[src/rtl/mem_stage_lsu.sv]
// mem_stage_lsu: MEM pipeline stage with sub-word load/store support.
//   - drives the D-cache interface combinationally from the EX/MEM inputs
//   - aligns/extends load data, replicates store data, generates byte enables
//   - detects misaligned accesses and suppresses the cache request for them
//   - IDLE/WAIT FSM tracks cache wait states; stall_o holds upstream
//   - owns the MEM/WB register and a saturating stall-cycle counter
// Ports:
//   clk, rst (sync, active-high), flush
//   EX/MEM inputs : valid_in, alu_result_in, mem_wdata_in, memrd_in, memwr_in,
//                   funct3_in, PC_step_in, rd_in, mem2reg_in, regwr_in, jump_in, mul_i
//   MEM/WB outputs: alu_result_out, mem_dat, PC_step_out, rd_out, mem2reg_out,
//                   regwr_out, jump_out, mul_o, valid_out, misalign_o
//   status        : stall_o, stall_cnt_o
//   D-cache       : DCACHE_stall, DCACHE_ren, DCACHE_wen, DCACHE_addr, DCACHE_be,
//                   DCACHE_rdata, DCACHE_wdata
//
// state  | meaning
// IDLE   | no outstanding stalled cache access
// WAIT   | cache busy on the current request; stages upstream are held
module mem_stage_lsu #(
    parameter int BIT_W       = 32,
    parameter bit SWAP_ENDIAN = 1'b1,
    parameter int CNT_W       = 16
) (
    input  logic                 clk,
    input  logic                 rst,
    input  logic                 flush,
    input  logic                 valid_in,
    input  logic [BIT_W-1:0]     alu_result_in,
    input  logic [BIT_W-1:0]     mem_wdata_in,
    input  logic                 memrd_in,
    input  logic                 memwr_in,
    input  logic [2:0]           funct3_in,
    input  logic [BIT_W-1:0]     PC_step_in,
    input  logic [4:0]           rd_in,
    input  logic                 mem2reg_in,
    input  logic                 regwr_in,
    input  logic                 jump_in,
    input  logic                 mul_i,
    output logic [BIT_W-1:0]     alu_result_out,
    output logic [BIT_W-1:0]     mem_dat,
    output logic [BIT_W-1:0]     PC_step_out,
    output logic [4:0]           rd_out,
    output logic                 mem2reg_out,
    output logic                 regwr_out,
    output logic                 jump_out,
    output logic                 mul_o,
    output logic                 valid_out,
    output logic                 misalign_o,
    output logic                 stall_o,
    output logic [CNT_W-1:0]     stall_cnt_o,
    input  logic                 DCACHE_stall,
    output logic                 DCACHE_ren,
    output logic                 DCACHE_wen,
    output logic [BIT_W-3:0]     DCACHE_addr,
    output logic [BIT_W/8-1:0]   DCACHE_be,
    input  logic [BIT_W-1:0]     DCACHE_rdata,
    output logic [BIT_W-1:0]     DCACHE_wdata
);

    localparam int LANES = BIT_W / 8;

    typedef enum logic {S_IDLE, S_WAIT} state_t;
    state_t state;

    function automatic logic [BIT_W-1:0] swap_data(input logic [BIT_W-1:0] d);
        logic [BIT_W-1:0] r;
        for (int i = 0; i < LANES; i++) r[8*i +: 8] = d[8*(LANES-1-i) +: 8];
        return r;
    endfunction

    function automatic logic [LANES-1:0] swap_be(input logic [LANES-1:0] b);
        logic [LANES-1:0] r;
        for (int i = 0; i < LANES; i++) r[i] = b[LANES-1-i];
        return r;
    endfunction

    logic [1:0]       off;
    logic [1:0]       size;
    logic             is_mem;
    logic             misaligned;
    logic             req;
    logic [LANES-1:0] be_mem;
    logic [BIT_W-1:0] wd_mem;
    logic [BIT_W-1:0] rd_norm;
    logic [BIT_W-1:0] rd_shift;
    logic [BIT_W-1:0] load_ext;
    logic             keep;

    assign off        = alu_result_in[1:0];
    assign size       = funct3_in[1:0];
    assign is_mem     = memrd_in | memwr_in;
    assign misaligned = is_mem & (((size == 2'b01) & off[0]) |
                                  ((size == 2'b10) & (off != 2'b00)));
    assign req        = valid_in & is_mem & ~misaligned;
    assign stall_o    = req & DCACHE_stall;

    always_comb begin
        be_mem = 4'b1111;
        wd_mem = mem_wdata_in;
        case (size)
            2'b00: begin
                be_mem = 4'b0001 << off;
                wd_mem = {LANES{mem_wdata_in[7:0]}};
            end
            2'b01: begin
                be_mem = 4'b0011 << off;
                wd_mem = {2{mem_wdata_in[15:0]}};
            end
            default: ;
        endcase
    end

    assign DCACHE_ren   = req & memrd_in;
    assign DCACHE_wen   = req & memwr_in;
    assign DCACHE_addr  = alu_result_in[BIT_W-1:2];
    assign DCACHE_be    = SWAP_ENDIAN ? swap_be(be_mem) : be_mem;
    assign DCACHE_wdata = SWAP_ENDIAN ? swap_data(wd_mem) : wd_mem;

    // Bring the read word back to memory byte order, then drop the addressed
    // byte/half into the low bits before extension.
    assign rd_norm  = SWAP_ENDIAN ? swap_data(DCACHE_rdata) : DCACHE_rdata;
    assign rd_shift = rd_norm >> {off, 3'b000};

    always_comb begin
        load_ext = rd_shift;
        case (funct3_in)
            3'b000:  load_ext = {{(BIT_W-8){rd_shift[7]}}, rd_shift[7:0]};
            3'b001:  load_ext = {{(BIT_W-16){rd_shift[15]}}, rd_shift[15:0]};
            3'b100:  load_ext = {{(BIT_W-8){1'b0}}, rd_shift[7:0]};
            3'b101:  load_ext = {{(BIT_W-16){1'b0}}, rd_shift[15:0]};
            default: load_ext = rd_shift;
        endcase
    end

    // Only real, aligned, unflushed instructions may write the register file.
    assign keep = valid_in & ~misaligned & ~flush;

    always_ff @(posedge clk) begin
        if (rst) begin
            state <= S_IDLE;
        end else begin
            case (state)
                S_IDLE: if (req & DCACHE_stall) state <= S_WAIT;
                S_WAIT: if (!DCACHE_stall)      state <= S_IDLE;
                default:                        state <= S_IDLE;
            endcase
        end
    end

    always_ff @(posedge clk) begin
        if (rst) begin
            alu_result_out <= '0;
            mem_dat        <= '0;
            PC_step_out    <= '0;
            rd_out         <= '0;
            mem2reg_out    <= 1'b0;
            regwr_out      <= 1'b0;
            jump_out       <= 1'b0;
            mul_o          <= 1'b0;
            valid_out      <= 1'b0;
            misalign_o     <= 1'b0;
        end else if (!stall_o) begin
            alu_result_out <= alu_result_in;
            mem_dat        <= load_ext;
            PC_step_out    <= PC_step_in;
            rd_out         <= rd_in;
            mul_o          <= mul_i;
            mem2reg_out    <= mem2reg_in & keep;
            regwr_out      <= regwr_in & keep;
            jump_out       <= jump_in & ~flush;
            valid_out      <= valid_in & ~flush;
            misalign_o     <= valid_in & misaligned & ~flush;
        end
    end

    always_ff @(posedge clk) begin
        if (rst) begin
            stall_cnt_o <= '0;
        end else if (stall_o && (stall_cnt_o != {CNT_W{1'b1}})) begin
            stall_cnt_o <= stall_cnt_o + CNT_W'(1);
        end
    end

endmodule

[config.mk]
export PLATFORM = sky130hd
export DESIGN_NAME = mem_stage_lsu
export DESIGN_NICKNAME = d
export VERILOG_FILES = /design/src/rtl/mem_stage_lsu.sv
export SDC_FILE = /design/constraint.sdc
export NUM_CORES = 1
export LEC_CHECK = 0
export ABC_AREA = 1
export BUFFER_PORTS_ARGS = -buffer_cell sky130_fd_sc_hd__buf_2
export CORE_AREA = 2 2 130 132
export DETAILED_ROUTE_END_ITERATION = 12
export DIE_AREA = 0 0 132 134
export PLACE_DENSITY = 0.69
export SLEW_MARGIN = 20
export SYNTH_ARGS = -nofsm -noshare
export SYNTH_HDL_FRONTEND = slang
export SYNTH_SLANG_ARGS = --single-unit
[constraint.sdc]
create_clock -name clk -period 2.2 [get_ports clk]
set_input_delay 0.11 -clock clk [delete_from_list [all_inputs] [get_ports clk]]
set_output_delay 0.11 -clock clk [all_outputs]
set_load 0.05 [all_outputs]
# ---- Word-level counts from Yosys, hierarchy flattened
# Index checks and enable logic that the tools add are counted.
dict set report word_totals {
  reg_bits 123
  input_bits 147
  out_inout_bits 192
  elab_cells 48
}
dict set report op_classes {
  add_sub_neg 1
  n_eq_ne 6
  shift 3
  n_mux 3
  n_bitwise 20
  n_reduce_logical 4
}
# cell count
set ops {}
lappend ops {{32-bit case mux with 4 select lines} 1}
lappend ops {{32-bit case mux with 2 select lines} 1}
lappend ops {{32-bit by 5-bit right shift with 32-bit output} 1}
lappend ops {{16-bit by 1-bit adder with 16-bit output, second input constant} 1}
lappend ops {{1-bit AND} 16}
lappend ops {{16-bit inequality test, second input constant} 1}
lappend ops {{4-bit case mux with 2 select lines} 1}
lappend ops {{3-bit equality test, second input constant} 2}
lappend ops {{1-bit by 2-bit left shift with 4-bit output, first input constant} 1}
lappend ops {{2-bit by 2-bit left shift with 4-bit output, first input constant} 1}
lappend ops {{3-bit by 1-bit equality test with 1-bit output, second input constant} 1}
lappend ops {{3-bit logical NOT} 1}
lappend ops {{2-bit by 1-bit equality test with 1-bit output, second input constant} 1}
lappend ops {{2-bit equality test, second input constant} 1}
lappend ops {{2-bit logical NOT} 1}
lappend ops {{1-bit inverter} 2}
lappend ops {{1-bit OR} 2}
lappend ops {{2-bit nonzero test} 1}
lappend ops {{1-bit logical AND} 1}

# ---- Logic depth before layout (Yosys ltp)
# Gate-level depths: netlist of run 1.
dict set report depth {
  depth_word 8
  ltp_mapped 11
  mapped_depth_nobuf 9
}

# ---- Least setup slack after synthesis of run 1
# Ideal clock, no wire load.
dict set report synth_timing {
  path_kind {reg-to-reg}
  from {register stall_cnt_o[0]}
  to {register stall_cnt_o[4]}
  setup_ps 70
  t_arrival_ps 1934
  required_time_ps 2130
  setup_slack_ps 195
  stages_incl_launch_ff 9
  n_path_buf 1
  period_less_slack_ps 2005
  path_cell_list {dfxtp_1 > ha_1 > nand2_1 > nor2_4 > nand4_2 > nand2_2 > buf_4 > nand2_1 > a21oi_1}
}
dict set report synth_between {
  elab_chain_cells 2
  word_cells_on_any_way 3
  cone_classes {add/sub: 1; eq/ne: 1; reduce/logical: 1}
}
# element line_no
set synth_lines {}
lappend synth_lines {{start, declared} 51} ;# output logic [CNT_W-1:0] stall_cnt_o,
lappend synth_lines {{start signal, assigned} 181} ;# stall_cnt_o <= stall_cnt_o + CNT_W'(1);
lappend synth_lines {{parallel branches: the longest is 2 deep, another holds 16-bit by 1-bit adder with 16-bit output} --}
# Several ways; the timed one is not identified.
# A chain may end at the register's enable or synchronous reset.

# ---- Worst setup path after layout of run 1
dict set report layout_timing {
  from {register stall_cnt_o[0]}
  to {register stall_cnt_o[1]}
}
# The elaborated chain is that of the path after synthesis.

==> out/metrics.sh, run 1 <==
STATUS='complete, no violations'
SYNTH_ASYNC_SR_FLOP_SHARE=0
YOSYSSEQAREASHARE=0.407
HOLD_WS_PS=24.3
WORSTPATHMAXFANOUT=15
SYNTHESIS.INSTANCES=882
SETUP.WORST_PATH.END_CLASS='flip-flop'
HOLDCRITSTARTPOINT='jump_in'
FLOORPLAN.ROWS=47
TIMING.FINAL.SETUP_VIOLATIONS=0
NUMBER_OF_ANTENNA_VIOLATIONS_AT_THE_FIRST_CHECK_IN_GLOBAL_ROUTING=2
PLACEMENT.SETUP.WORST_SLACK_PS=400
CRITICAL_PATH_ARRIVAL_PS=2170
DOMINANT_CELLS_BY_AREA_AFTER_SYNTHESIS='dfxtp_1 41%, nor2_1 13%, o21ai_0 13%, nand2_1 8.8%, buf_4 5.3%'
POST-SYNTH-TOP-COUNT-CELL='nor2_1'
POST-ROUTE-UTIL=0.547
CRIT_START='stall_cnt_o[0]$_SDFFE_PP0P_'
SYNTH.CELL_AREA_MM2=0.00605
CLOCKPOWERSHARE=0.400
STDCELL_AREA_MM2=0.00890
POST-PLACE-CELLS=1365
P_COMB_FRAC=0.259
POWER-PER-CELL-AREA_mW_PER_MM2=808
CTS_REPAIR_RESIZES=0
DRC_ERRORS=0
VIAS_PER_CELL=4.85
WORST_R2R_PATH_DEPTH=7
WORST_PIN_SLEW_PS=493
DIE_X_UM=132
YS_DOMINANT_REG_CELL='dfxtp_1'
PORT_BUFS=338
SWITCHING_SHARE=0.346
SYNTH_EDF_COUNT=0
POST-ROUTE-PERIOD-UTIL=0.825
TRITONCTS='built'
CRITICAL_PATH_CLASS='reg2reg'
CORE_AREA_MM2=0.0163
WIRE_PER_INST_UM=14.9
LAYOUT_SETUP_WS_PS=384
SYNTHESIS.NETS=1030
DATA_REQUIRED_TIME_OF_THE_CRITICAL_PATH_PS=2550
STARTPOINT_TYPE='flip-flop'
CTS.SINK_COUNT=123
POST_LAYOUT_NONFILLER_INSTANCES=1469
POSTROUTEANTENNANETS=0
GRT_SETUP_UNREPAIRED='no'
FIRST_GLOBAL_VIAS=6691
DRT-TOTAL-WL_UM=21900
MAX-CAP-VIOLATIONS=0
YOSYS_WARNINGS=0
NUMCTSBUFFERS=17
START_UTIL=0.371
GRT_START_MAX_NET_PINS=58
CLOCK_TREE.HTREE_LEVEL_COUNT=4
POST-DP-HPWL_UM=15500
POST_DP_CELL_AREA_MM2=0.00759
DIE_AREA_MM2=0.0177
PLACE_CONGESTION=0.911
DR_TOTAL_VIAS=7130
SYNTH.TOP_CELLS.BY_COUNT='206 x nor2_1, 153 x o21ai_0, 142 x nand2_1'
DRIVE_ABOVE_1_SHARE=0.326
POWER_SWITCHING_mW=2.49
DIE_HEIGHT_UM=134
CLKSLEWWORSTSETUPHOLDPATHS_PS=60
DRT_PASS1_ITERATIONS=6
GRT_OVERFLOW_TOTAL=0
TIMING.CLOCK.SKEW_PS=14.9
CLOCK_LATENCY_PS=420
TIMING.SETUP.TNS_PS=0
FINISH.NET_COUNT=1382
AREA_OVERHEAD_VS_SYNTH_PCT=47.2
FINAL_PERIOD_MINUS_WORST_SETUP_SLACK_PS=1820
YS_TYPES=33
WORST_R2R_STARTPOINT='stall_cnt_o[0]$_SDFFE_PP0P_'
FINAL_HOLD_VIOL_COUNT=0
TIMING_MAX_TRANSITION_VIOLATIONS_FINAL=0
ROOT_BUFFER='clkbuf_16'
GRT_USE_TOTAL=0.240
SYNTH-SEQ-CELLS=123
NUM_IO_PINS=339
WHS_PATH_DEPTH=3
TOTAL_INTERNAL_POWER_mW=4.71
FINALPOWER_mW=7.20
SYN_AREA_PER_CELL_UM2=6.86
TOTAL_LEAKAGE_POWER_nW=4.43
MAX-CLOCK-PATH-BUFFERS=2
PWR-SHARE-SEQ=0.340
WORST_HOLD_PATH_TYPE='in2reg'
IRDROPWORSTVDD_V=0.000520
DETAILEDROUTE.FIRSTITERATIONVIOLATIONS=391
SYNTH_LARGEST_TYPE_AREA_FRACTION=0.407
MAX_FREQ_GHz=0.551
GLOBAL_ROUTE_WIRE_LENGTH_BEFORE_REPAIR_UM=33900
SYNTH_AREA_LEADER_CELL='dfxtp_1'
MAX-SLEW-MARGIN-REL=0.671
-- sequential cells by signal, summed over array words and instances, names as in the netlist --
name,count
rd_out,5
jump_out,1
mem2reg_out,1
regwr_out,1
mem_dat,32
PC_step_out,32
alu_result_out,32
stall_cnt_o,16
mul_o,1
valid_out,1
misalign_o,1
-- power by group through the flow --
stage,Sequential (mW),Combinational (mW),Clock (mW)
2_1_floorplan,3.02,0.781,0
3_3_place_gp,2.49,1.75,0
3_5_place_dp,2.49,1.76,0
4_1_cts,2.45,1.86,2.93
5_1_grt,2.47,1.97,3.03
6_report,2.45,1.87,2.88
-- repair_timing --
| item | 4_1_cts | 5_1_grt |
|---|---|---|
| setup buffers | 0 | 0 |
| hold buffers | 70 | 0 |
| endpoints found under the hold margin | 70 | 0 |
-- cell usage in the layout (no fill, tap or decap), drive strengths merged --
cell         instances
a21oi               49
and2                 1
buf                356
bufinv               3
clkbuf              19
clkinv               7
clkinvlp             1
dfxtp              123
diode                2
dlygate4sd3         70
ha                   1
inv                 43
nand2              147
nand3               32
nand3b               3
nand4                7
nor2               210
nor3                 9
o211ai               4
o21a                 2
o21ai              153
or2                  1
xnor2                1
xor2                 5
-- logic make-up after synthesis --
family | synth area share
AO/OA/AOI/OAI | 0.176
flip-flops | 0.407
adder cells (fa/ha/maj) | 0.00207
buffers and inverters | 0.125
XOR/XNOR | 0.00868
AND/OR/NAND/NOR | 0.282
-- layer usage --
metal / global-route usage / routed length, um / vias up
met2: 0.464 / 11400 / 338
met1: 0.247 / 8380 / 3210
met3: 0.0556 / 1500 / 41
met4: 0.101 / 576 / 0
met5: 0 / 0 / -
li1: - / - / 3541
-- area by class of cell --
class                   count  area, um2
clock inverters            13        168
multi-input cells         625       2830
well taps                 220        275
clock buffers              19        443
diodes                      2       5.00
inverters                  41        154
fillers                  1544       7380
repair buffers            426       2560
flip-flops and latches    123       2460
-- worst paths after layout --
check,endpoint,slack [ps]
worst min-delay path,jump_out$_SDFFE_PP0N_,20
worst max-delay path,stall_cnt_o[1]$_SDFFE_PP0P_,380
worst max register to register,stall_cnt_o[1]$_SDFFE_PP0P_,380
worst min register to register,mem2reg_out$_SDFFE_PP0N_,460
-- worst max-delay path, stage by stage, from the launching register on --
cell,delay (ps)
dfxtp_1,440
ha_1,270
nand2_1,130
nor2_4,230
nand4_2,150
nand2_2,280
o21ai_0,120
nor2_1,120
No activity file was read; power rests on OpenSTA's default activity.
==> run 2, diff against run 1 <==
clock period = 1.7 ns   (was 2.2 ns; I/O delays follow)
==> run 2 against run 1 <==
Worst setup slack got worse by 190 ps. Clock-buffer cell count did not move. Clock power grew 31%. Die area stayed put. Non-clock buffer count is 11 higher. Final cell count up 0.61%. Critical path type unchanged.
==> out/metrics.sh, run 2 (same netlist as run 1, synthesis figures left out) <==
POWER_SWITCHING_mW=3.30
CLOCKPOWERSHARE=0.402
DETAILEDROUTE.FIRSTITERATIONVIOLATIONS=428
CRITPATHTOPFAMILY='simple AND/OR/NAND/NOR gates'
GRT_START_MAX_NET_PINS=62
FINAL_PERIOD_MINUS_WORST_SETUP_SLACK_PS=1510
POST-ROUTE-PERIOD-UTIL=0.888
IRDROPWORSTVDD_V=0.000660
GLOBAL_ROUTE_WIRE_LENGTH_BEFORE_REPAIR_UM=33600
MAX_FREQ_GHz=0.663
WORSTPATHMAXFANOUT=15
DRIVE_ABOVE_1_SHARE=0.338
TIMING.CLOCK.SKEW_PS=8.78
CLKSLEWWORSTSETUPHOLDPATHS_PS=60
FIRST_GLOBAL_VIAS=6638
START_UTIL=0.371
CRITICAL_PATH_CLASS='reg2reg'
WORST_HOLD_PATH_TYPE='in2reg'
VIAS_PER_CELL=4.79
WORST_PATH_LARGEST_CELL_DELAY_PS=380
P_COMB_FRAC=0.259
CP_NUM_BUF_INV=0
TOTAL_LEAKAGE_POWER_nW=4.50
NUM_IO_PINS=339
POWER-PER-CELL-AREA_mW_PER_MM2=1040
TIMING.REG2REG.SETUP_SLACK_PS=190
MOST_FREQUENT_STANDARD_CELL_IN_THE_LAYOUT_EXCLUDING_FILL_AND_TAP_CELLS='buf_2'
DRT-TOTAL-WL_UM=21500
WORSTPATHCELLLIST='ha_1, nand2_1, nor2_4, nand4_2, nand2_4, nand2_1, a21oi_1'
CLOCK_LATENCY_PS=410
SETUP.WORST_PATH.END_CLASS='flip-flop'
WIRE_PER_INST_UM=14.5
TIMING.FINAL.SETUP_VIOLATIONS=0
GRT_USE_TOTAL=0.236
NUMBER_OF_DIODES_ADDED_FOR_ANTENNA_FIXING=0
POST-CTS-SETUP-BUFFER-COUNT=0
STARTPOINT_TYPE='flip-flop'
FINAL_CELL_MIX='338 x buf_2, 206 x nor2_1, 151 x o21ai_0, 142 x nand2_1, 115 x dfxtp_1'
POSTROUTEANTENNANETS=0
DRT_PASS1_ITERATIONS=5
PWR-SHARE-SEQ=0.339
GRT_SETUP_UNREPAIRED='no'
CTS.SINK_COUNT=123
BIGGESTREGSBYFLOPS='PC_step_out: 32 flops, alu_result_out: 32 flops, mem_dat: 32 flops'
FINAL_HOLD_VIOL_COUNT=0
NUMBER_OF_ANTENNA_VIOLATIONS_AT_THE_FIRST_CHECK_IN_GLOBAL_ROUTING=0
TRITONCTS='built'
LAYOUT.FILLER_CELLS=1582
PLACE_CONGESTION=0.907
TIMING_MAX_TRANSITION_VIOLATIONS_FINAL=0
FINALPOWER_mW=9.37
TOTAL_INTERNAL_POWER_mW=6.07
DRC_ERRORS=0
DIE_AREA_MM2=0.0177
POST-DP-HPWL_UM=15300
PORT_BUFS=338
WORST_PIN_SLEW_PS=509
NUMCTSBUFFERS=17
MAX-CLOCK-PATH-BUFFERS=2
FLOORPLAN.ROWS=47
FINISH.NET_COUNT=1393
CRITICAL_PATH_ARRIVAL_PS=1850
POST-ROUTE-UTIL=0.555
CORE_AREA_MM2=0.0163
MAX-CAP-VIOLATIONS=0
DATA_REQUIRED_TIME_OF_THE_CRITICAL_PATH_PS=2040
DIE_X_UM=132
CLOCK_TREE.HTREE_LEVEL_COUNT=4
MAX-SLEW-MARGIN-REL=0.661
STATUS='complete, no violations'
ROOT_BUFFER='clkbuf_16'
GRT_OVERFLOW_TOTAL=0
AREA_OVERHEAD_VS_SYNTH_PCT=49.5
MOST_FREQUENT_CELL_ON_THE_CRITICAL_PATH='nand2_1'
SLOWEST_CELL_ON_THE_CRITICAL_PATH='dfxtp_4'
DR_TOTAL_VIAS=7086
DIE_HEIGHT_UM=134
SWITCHING_SHARE=0.352
-- run 2: final cells by class --
type	count	area, um2	share of cell area
repair buffers	437	2690	0.297
clock buffers	19	464	0.0513
well taps	220	275	0.0304
inverters	41	154	0.0170
multi-input cells	625	2840	0.314
clock inverters	13	153	0.0169
flip-flops and latches	123	2480	0.274
-- run 2: worst paths after layout --
path,cells past startpoint,startpoint,end
worst min-delay path,5,DCACHE_rdata[23],mem_dat[15]$_SDFFE_PP0N_
worst min register to register,2,regwr_out$_SDFFE_PP0N_,regwr_out$_SDFFE_PP0N_
worst max-delay path,7,stall_cnt_o[0]$_SDFFE_PP0P_,stall_cnt_o[9]$_SDFFE_PP0P_
worst max register to register,7,stall_cnt_o[0]$_SDFFE_PP0P_,stall_cnt_o[9]$_SDFFE_PP0P_
-- run 2: worst reg2reg max path, cell delays in order (launching register included) --
cell,delay (ps)
dfxtp_4,380
ha_1,180
nand2_1,110
nor2_4,160
nand4_2,180
nand2_4,220
nand2_1,70
a21oi_1,130
-- run 2: power by group through the flow --
stage	Combinational (mW)	Clock [mW]	Sequential (mW)
2_1_floorplan	1.01	0	3.90
3_3_place_gp	2.28	0	3.23
3_5_place_dp	2.29	0	3.23
4_1_cts	2.42	3.85	3.17
5_1_grt	2.58	3.98	3.20
6_report	2.43	3.77	3.17
-- run 2: routing by layer --
layer  share of wire  GRT usage  routed length, um
met2            0.51      0.435              11000
met4           0.036      0.118                774
met3           0.069     0.0582               1480
met5               0          0                  0
met1            0.38      0.251               8250
-- run 2: per-stage QoR --
| step | area [um2] | setup WS, ps | hold slack [ps] | cells | TNS, ps |
|---|---|---|---|---|---|
| floorplan | 6070 | -66.7 | 220 | 882 | -267 |
| global placement | 7720 | 199 | 306 | 1375 | 0 |
| detailed placement | 7720 | 141 | 313 | 1375 | 0 |
| CTS | 9040 | 126 | 53.8 | 1478 | 0 |
| global route | 9050 | 30.3 | 96.0 | 1478 | 0 |
| finish | 9050 | 191 | 72.6 | 1478 | 0 |
-- run 2: timing repair --
action	in CTS	in global routing
endpoints found under the hold margin	71	0
setup endpoints to repair	0	6
hold buffers	71	0
gates resized for setup	0	1
